[src/rtl/relay_fifo.sv]
// relay_fifo: byte FIFO between the UART receiver and transmitter with a start/ready drain FSM.
module relay_fifo #(
  parameter int DEPTH  = 16,
  parameter int ADDR_W = 4
) (
  input  logic              clk,
  input  logic              rst,
  input  logic              in_valid,
  input  logic [7:0]        in_data,
  input  logic              tx_ready,
  output logic              tx_start,
  output logic [7:0]        tx_data,
  output logic [ADDR_W:0]   count,
  output logic              empty,
  output logic              full,
  output logic              overflow
);
  localparam logic [1:0] IDLE      = 2'd0;
  localparam logic [1:0] LAUNCH    = 2'd1;
  localparam logic [1:0] WAIT_BUSY = 2'd2;
  localparam logic [1:0] WAIT_DONE = 2'd3;
  localparam logic [ADDR_W:0] FULL_CNT = (ADDR_W+1)'(DEPTH);
  logic [7:0]        mem [DEPTH];
  logic [ADDR_W-1:0] wr_ptr, rd_ptr;
  logic [1:0]        state, state_nx;
  logic              pop, push;
  logic [ADDR_W:0]   count_nx;
  always_comb begin
    pop      = (state == IDLE) && !empty && tx_ready;
    // a full FIFO still accepts a byte when the same cycle frees an entry
    push     = in_valid && (!full || pop);
    count_nx = count + (ADDR_W+1)'(push) - (ADDR_W+1)'(pop);
    state_nx = (state == IDLE)      ? (pop ? LAUNCH : IDLE) :
               (state == LAUNCH)    ? WAIT_BUSY :
               (state == WAIT_BUSY) ? (tx_ready ? WAIT_BUSY : WAIT_DONE) :
                                      (tx_ready ? IDLE : WAIT_DONE);
  end
  always_ff @(posedge clk)
    if (push) mem[wr_ptr] <= in_data;
  always_ff @(posedge clk or posedge rst)
    if (rst) begin
      wr_ptr   <= '0;
      rd_ptr   <= '0;
      state    <= IDLE;
      count    <= '0;
      empty    <= 1'b1;
      full     <= 1'b0;
      overflow <= 1'b0;
      tx_start <= 1'b0;
      tx_data  <= 8'h00;
    end else begin
      if (push) wr_ptr <= wr_ptr + ADDR_W'(1);
      if (pop) begin
        rd_ptr  <= rd_ptr + ADDR_W'(1);
        tx_data <= mem[rd_ptr];
      end
      state    <= state_nx;
      count    <= count_nx;
      empty    <= count_nx == '0;
      full     <= count_nx == FULL_CNT;
      overflow <= overflow | (in_valid & full & ~pop);
      tx_start <= pop;
    end
endmodule

[config.mk]
export PLATFORM = sky130hd
export DESIGN_NAME = relay_fifo
export DESIGN_NICKNAME = d
export VERILOG_FILES = /design/src/rtl/relay_fifo.sv
export SDC_FILE = /design/constraint.sdc
export NUM_CORES = 1
export LEC_CHECK = 0
export ABC_AREA = 1
export CAP_MARGIN = 10
export CORE_UTILIZATION = 62
export DETAILED_ROUTE_END_ITERATION = 7
export PLACE_DENSITY = 0.83
export SKIP_CTS_REPAIR_TIMING = 1
export SLEW_MARGIN = 25
export SYNTH_ARGS = -nofsm -noshare
export SYNTH_HDL_FRONTEND = slang
export SYNTH_SLANG_ARGS = --single-unit
[constraint.sdc]
create_clock -name clk -period 6.9 [get_ports clk]
set_input_delay 1.38 -clock clk [delete_from_list [all_inputs] [get_ports clk]]
set_output_delay 1.38 -clock clk [all_outputs]
set_load 0.005 [all_outputs]
# [Yosys cells after proc, flatten, opt, wreduce, memory -nomap -nowiden]
# Memory sizes are Yosys's and may differ from the RTL's. A register that Yosys moved wholly into a read port is not among the register bits.
# Cells that the tools add are included.
[op_classes] muxes=8 add_sub_neg=4 eq_ne=3 bitwise_logic=4 n_reduce_logical=8
[op_table] op="4-bit by 1-bit adder with 4-bit output, second input constant" count=2
[op_table] op="2-bit 2-to-1 mux" count=4
[op_table] op="5-bit by 1-bit adder with 5-bit output" count=1
[op_table] op="5-bit equality test, second input constant" count=1
[op_table] op="5-bit zero test" count=1
[op_table] op="5-bit by 1-bit subtractor with 5-bit output" count=1
[op_table] op="1-bit 2-to-1 mux" count=4
[op_table] op="1-bit logical AND" count=3
[op_table] op="1-bit bitwise AND" count=2
[op_table] op="2-bit by 1-bit equality test with 1-bit output, second input constant" count=1
[op_table] op="2-bit equality test, second input constant" count=1
[op_table] op="1-bit zero test" count=2
[op_table] op="2-bit zero test" count=1
[op_table] op="1-bit logical OR" count=1
[op_table] op="1-bit inverter" count=1
[op_table] op="1-bit OR" count=1
[word_totals] memories=1 mem_bits_rw=128 wordCells=36 regBits=19 input_bits=12
[memory_table] name="mem" words=16 word_bits=8 read_ports=1 rd_clocked_by_memory_dff=1 write_ports=1 line="23" rtl="logic [7:0] mem [DEPTH];"

# [Logic depth before layout (Yosys ltp)]
[logic_depth] ltp_word=8 mapped_depth=13 mapped_depth_nobuf=13

# [Worst setup path before layout]
# OpenSTA, ideal clock, no wires.
[synth_timing] kind="input to register" from="input tx_ready" to="register full" arrival_time_ps=3132 n_path_buf=1 stages=13 required_time_ps=6780 setup_slack_ps=3648 setup_time_ps=120 cell_sequence="inv_1 nor2_1 nand2_1 inv_1 buf_2 ha_1 inv_1 ha_1 fa_1 nand3_1 nand2_1 xor2_1 and3_1"
[synth_via] elab_chain_cells=6
[synth_rtl] element="from (decl)" line="10" rtl="input logic tx_ready,"
[synth_rtl] element="1-bit logical AND *" line="29" rtl="pop = (state == IDLE) && !empty && tx_ready;"
[synth_rtl] element="via pop" line="26" rtl="logic pop, push;"
[synth_rtl] element="1-bit logical OR" line="31" rtl="push = in_valid && (!full || pop);"
[synth_rtl] element="1-bit logical AND" line="31"
[synth_rtl] element="5-bit by 1-bit adder with 5-bit output" line="32" rtl="count_nx = count + (ADDR_W+1)'(push) - (ADDR_W+1)'(pop);"
[synth_rtl] element="5-bit by 1-bit subtractor with 5-bit output *" line="32"
[synth_rtl] element="via count_nx[4]" line="27" rtl="logic [ADDR_W:0] count_nx;"
[synth_rtl] element="5-bit equality test *" line="60" rtl="full <= count_nx == FULL_CNT;"
[synth_rtl] element="to (signal assigned)" line="47" rtl="full <= 1'b0;"
[synth_rtl] element="to (signal assigned)" line="60"
[synth_rtl] element="to (decl)" line="15" rtl="output logic full,"
# The timed path passes the listed nets; every way through them passes the cells marked *.
# A chain may end at the register's enable or synchronous reset.

# [Worst setup path in the final report]
[layout_timing] from="input tx_ready" to="register empty"
[layout_via] elab_chain_cells=6
[layout_rtl] element="1-bit logical AND *" line="29"
[layout_rtl] element="1-bit logical OR" line="31"
[layout_rtl] element="1-bit logical AND" line="31"
[layout_rtl] element="5-bit by 1-bit adder with 5-bit output" line="32"
[layout_rtl] element="5-bit by 1-bit subtractor with 5-bit output *" line="32"
[layout_rtl] element="via count_nx[2]" line="27"
[layout_rtl] element="5-bit zero test *" line="59" rtl="empty <= count_nx == '0;"
[layout_rtl] element="to (signal assigned)" line="46" rtl="empty <= 1'b1;"
[layout_rtl] element="to (signal assigned)" line="59"
[layout_rtl] element="to (decl)" line="14" rtl="output logic empty,"
# Marks and branches as above.

==> out/metrics.cfg <==
[status]
outcome = finished, final reports clean

[grt]
grt_max_degree = 68
grt_usage_pct = 27.7
grt_pass1_vias = 4444
grt_pass1_wl_mm = 22.6
antenna_found_initial = 0
grt.overflow.total = 0

[setup_path]
worstPathMaxFanout = 14
cp.arrival_ns = 4.20
regToRegSetupSlack_ns = 3.99
critPathKind = input port to flop
worstRegToRegCells = 11
r2r-end = empty
r2r_start = empty
critPathCaptureType = flop
worstPathRequired_ns = 7.37
critPathLaunchType = input port

[sta]
setup_viol = 0
maxSlewHeadroom_pct = 34.6
slew_viol_final = 0
fin_crit_sh_pct = 54.0
period_minus_slack_ns = 3.73
fmax_mhz = 268
skew_ns = 0.0162
tightestPinTransition_ns = 0.975
tns_ns = 0
rsz0062_at_grt = false
hold_violations = 0

[final_layout]
nFillCells = 705
seq_area_mm2 = 0.00452
nets = 703
multi_input_area_mm2 = 0.00166
drive_gt1_share_pct = 5.34
most-common-layout-cells = nand2_1, edfxtp_1, inv_1
layout_commonest_cell = nand2_1
area_growth_pct = 13.1
n_antenna_cell = 0

[hold_path]
hold_path_class = flop to flop
hold_end = overflow
min_path_cells = 1
hold_path_startpoint = overflow

[logic_synthesis]
yosys_register_bits = 155
syn_area_per_cell_um2 = 10.3
netlist_area_mm2 = 0.00680
yosys_warnings = 0
synthCells = 659
synthesis.nets = 682
synth_cell_types = 24
ys_seq_area_share_pct = 66.5

[power_and_ir_drop]
p_total_uw = 3310
p_leak_uw = 0.00337
peakVddDrop_uv = 285
powerDensity_mw_per_mm2 = 431

[cts]
clk_latency_ns = 0.55
cts_tree = done
h-tree-depth = 4
cts_sinks = 155
clock_path_buffers = 2
cts_buffers = 17
cts_root_buf = clkbuf_8
clk_transition_reported_paths_ns = 0.06

[detailed_routing]
drc = 0
routed_wl_mm = 14.3
wl_met1_mm = 5.45
drtIter0Drc = 442
drtAntennaViolNets = 0
firstDrtPassIters = 5
top_layer_used = met4
vias = 4535
wl_per_cell_um = 17.3
met3_length_mm = 1.18
viasPerCell = 5.47
met2WireLength_mm = 7.20

[placement]
portBuffers = 28
post-dp-hpwl_mm = 8.87
gp_congestion = 0.885

[floorplan]
die_area_mm2 = 0.0114
dieHeight_um = 107
rows = 37
ioPinCount = 29
fp.coreArea_mm2 = 0.0105
initial_core_util_pct = 64.9
die_x_um = 107

[flow_run]
maxCapViolations = 0

[routing by layer]
layer  up-vias  GRT usage [%]
met3        44           6.57
met5         -              0
met4         0           15.7
met2       248           46.7
li1       2144              -
met1      2099           32.8
[worst max-delay path by stage]
stage	slack [ns]	cells past startpoint	to	startpoint
finish	3.17	13	empty	tx_ready
CTS	3.19	13	empty	tx_ready
detailed placement	2.73	13	empty	tx_ready
global route	2.96	13	empty	tx_ready
global placement	2.84	13	empty	tx_ready
floorplan	3.65	13	full	tx_ready
[cells by family (layout without fill, tap and decap cells)]
logic type	after synthesis	count (layout)	synth area share [%]
fa+ha+maj	11	11	2.14
buf+inv	142	176	9.06
xor+xnor	10	10	1.29
compound gates	7	7	0.571
simple gates	334	334	20.4
flops	155	155	66.5
[area by class of cell]
cell class	count	area share, %
well taps	136	2.21
flip-flops and latches	155	58.9
clock inverters	12	2.25
inverters	115	5.64
clock buffers	20	5.67
multi-input cells	362	21.6
repair buffers	29	3.75
[through the flow]
step                      cell area, um^2  worst slack (ns)  hold WS [ns]  utilization (%)  instances
after CTS                            7680              3.19         0.478             73.4        829
after floorplan                      6800              3.65         0.466                -        659
after global placement               7070              2.84         0.458             67.6        797
after detailed placement             7070              2.73         0.464             67.6        797
final                                7680              3.17         0.471             73.4        829
after global routing                 7680              2.96         0.502             73.4        829
[sequential cells by signal, summed over array words and instances (netlist names)]
register and count:
overflow 1, count 5, wr_ptr 4, empty 1, state 2, tx_start 1, rd_ptr 4, tx_data 8
mem 128, full 1
[where the power goes]
part           total, uW  internal (uW)  switching (uW)
registers           1330           1180             149
clock network        947            595             352
logic               1030            374             659
total               3310           2150            1160
[cell usage after synthesis]
cell / instances / share of area [%]
nand2_1: 211 / 12
inv_1: 112 / 6.2
xnor2_1: 2 / 0.26
edfxtp_1: 128 / 57
dfrtp_1: 26 / 9.6
nor2_1: 19 / 1.0
xor2_1: 8 / 1.0
dfstp_2: 1 / 0.39
fa_1: 1 / 0.29
inv_2: 1 / 0.055
a31o_2: 1 / 0.13
clkinv_1: 2 / 0.11
nand2_2: 1 / 0.092
buf_2: 12 / 0.88
a21oi_1: 2 / 0.15
nor3_1: 1 / 0.074
and3_1: 1 / 0.092
ha_1: 10 / 1.8
nand3_1: 100 / 7.4
clkbuf_1: 2 / 0.11
nand4_1: 1 / 0.092
buf_6: 5 / 0.83
buf_4: 8 / 0.88
o21ai_0: 4 / 0.29
[worst max-delay path, cell delays in order]
cell and delay, ns:
clkdlybuf4s50_1 0.41, inv_1 0.09, nor2_1 0.05, nand2_1 0.30, inv_1 0.30, ha_1 0.37
inv_1 0.05, ha_1 0.21, fa_1 0.42, xor2_1 0.20, nor3_1 0.22, nand2_1 0.10
nor2_1 0.11
(Power assumes the default switching activity.)
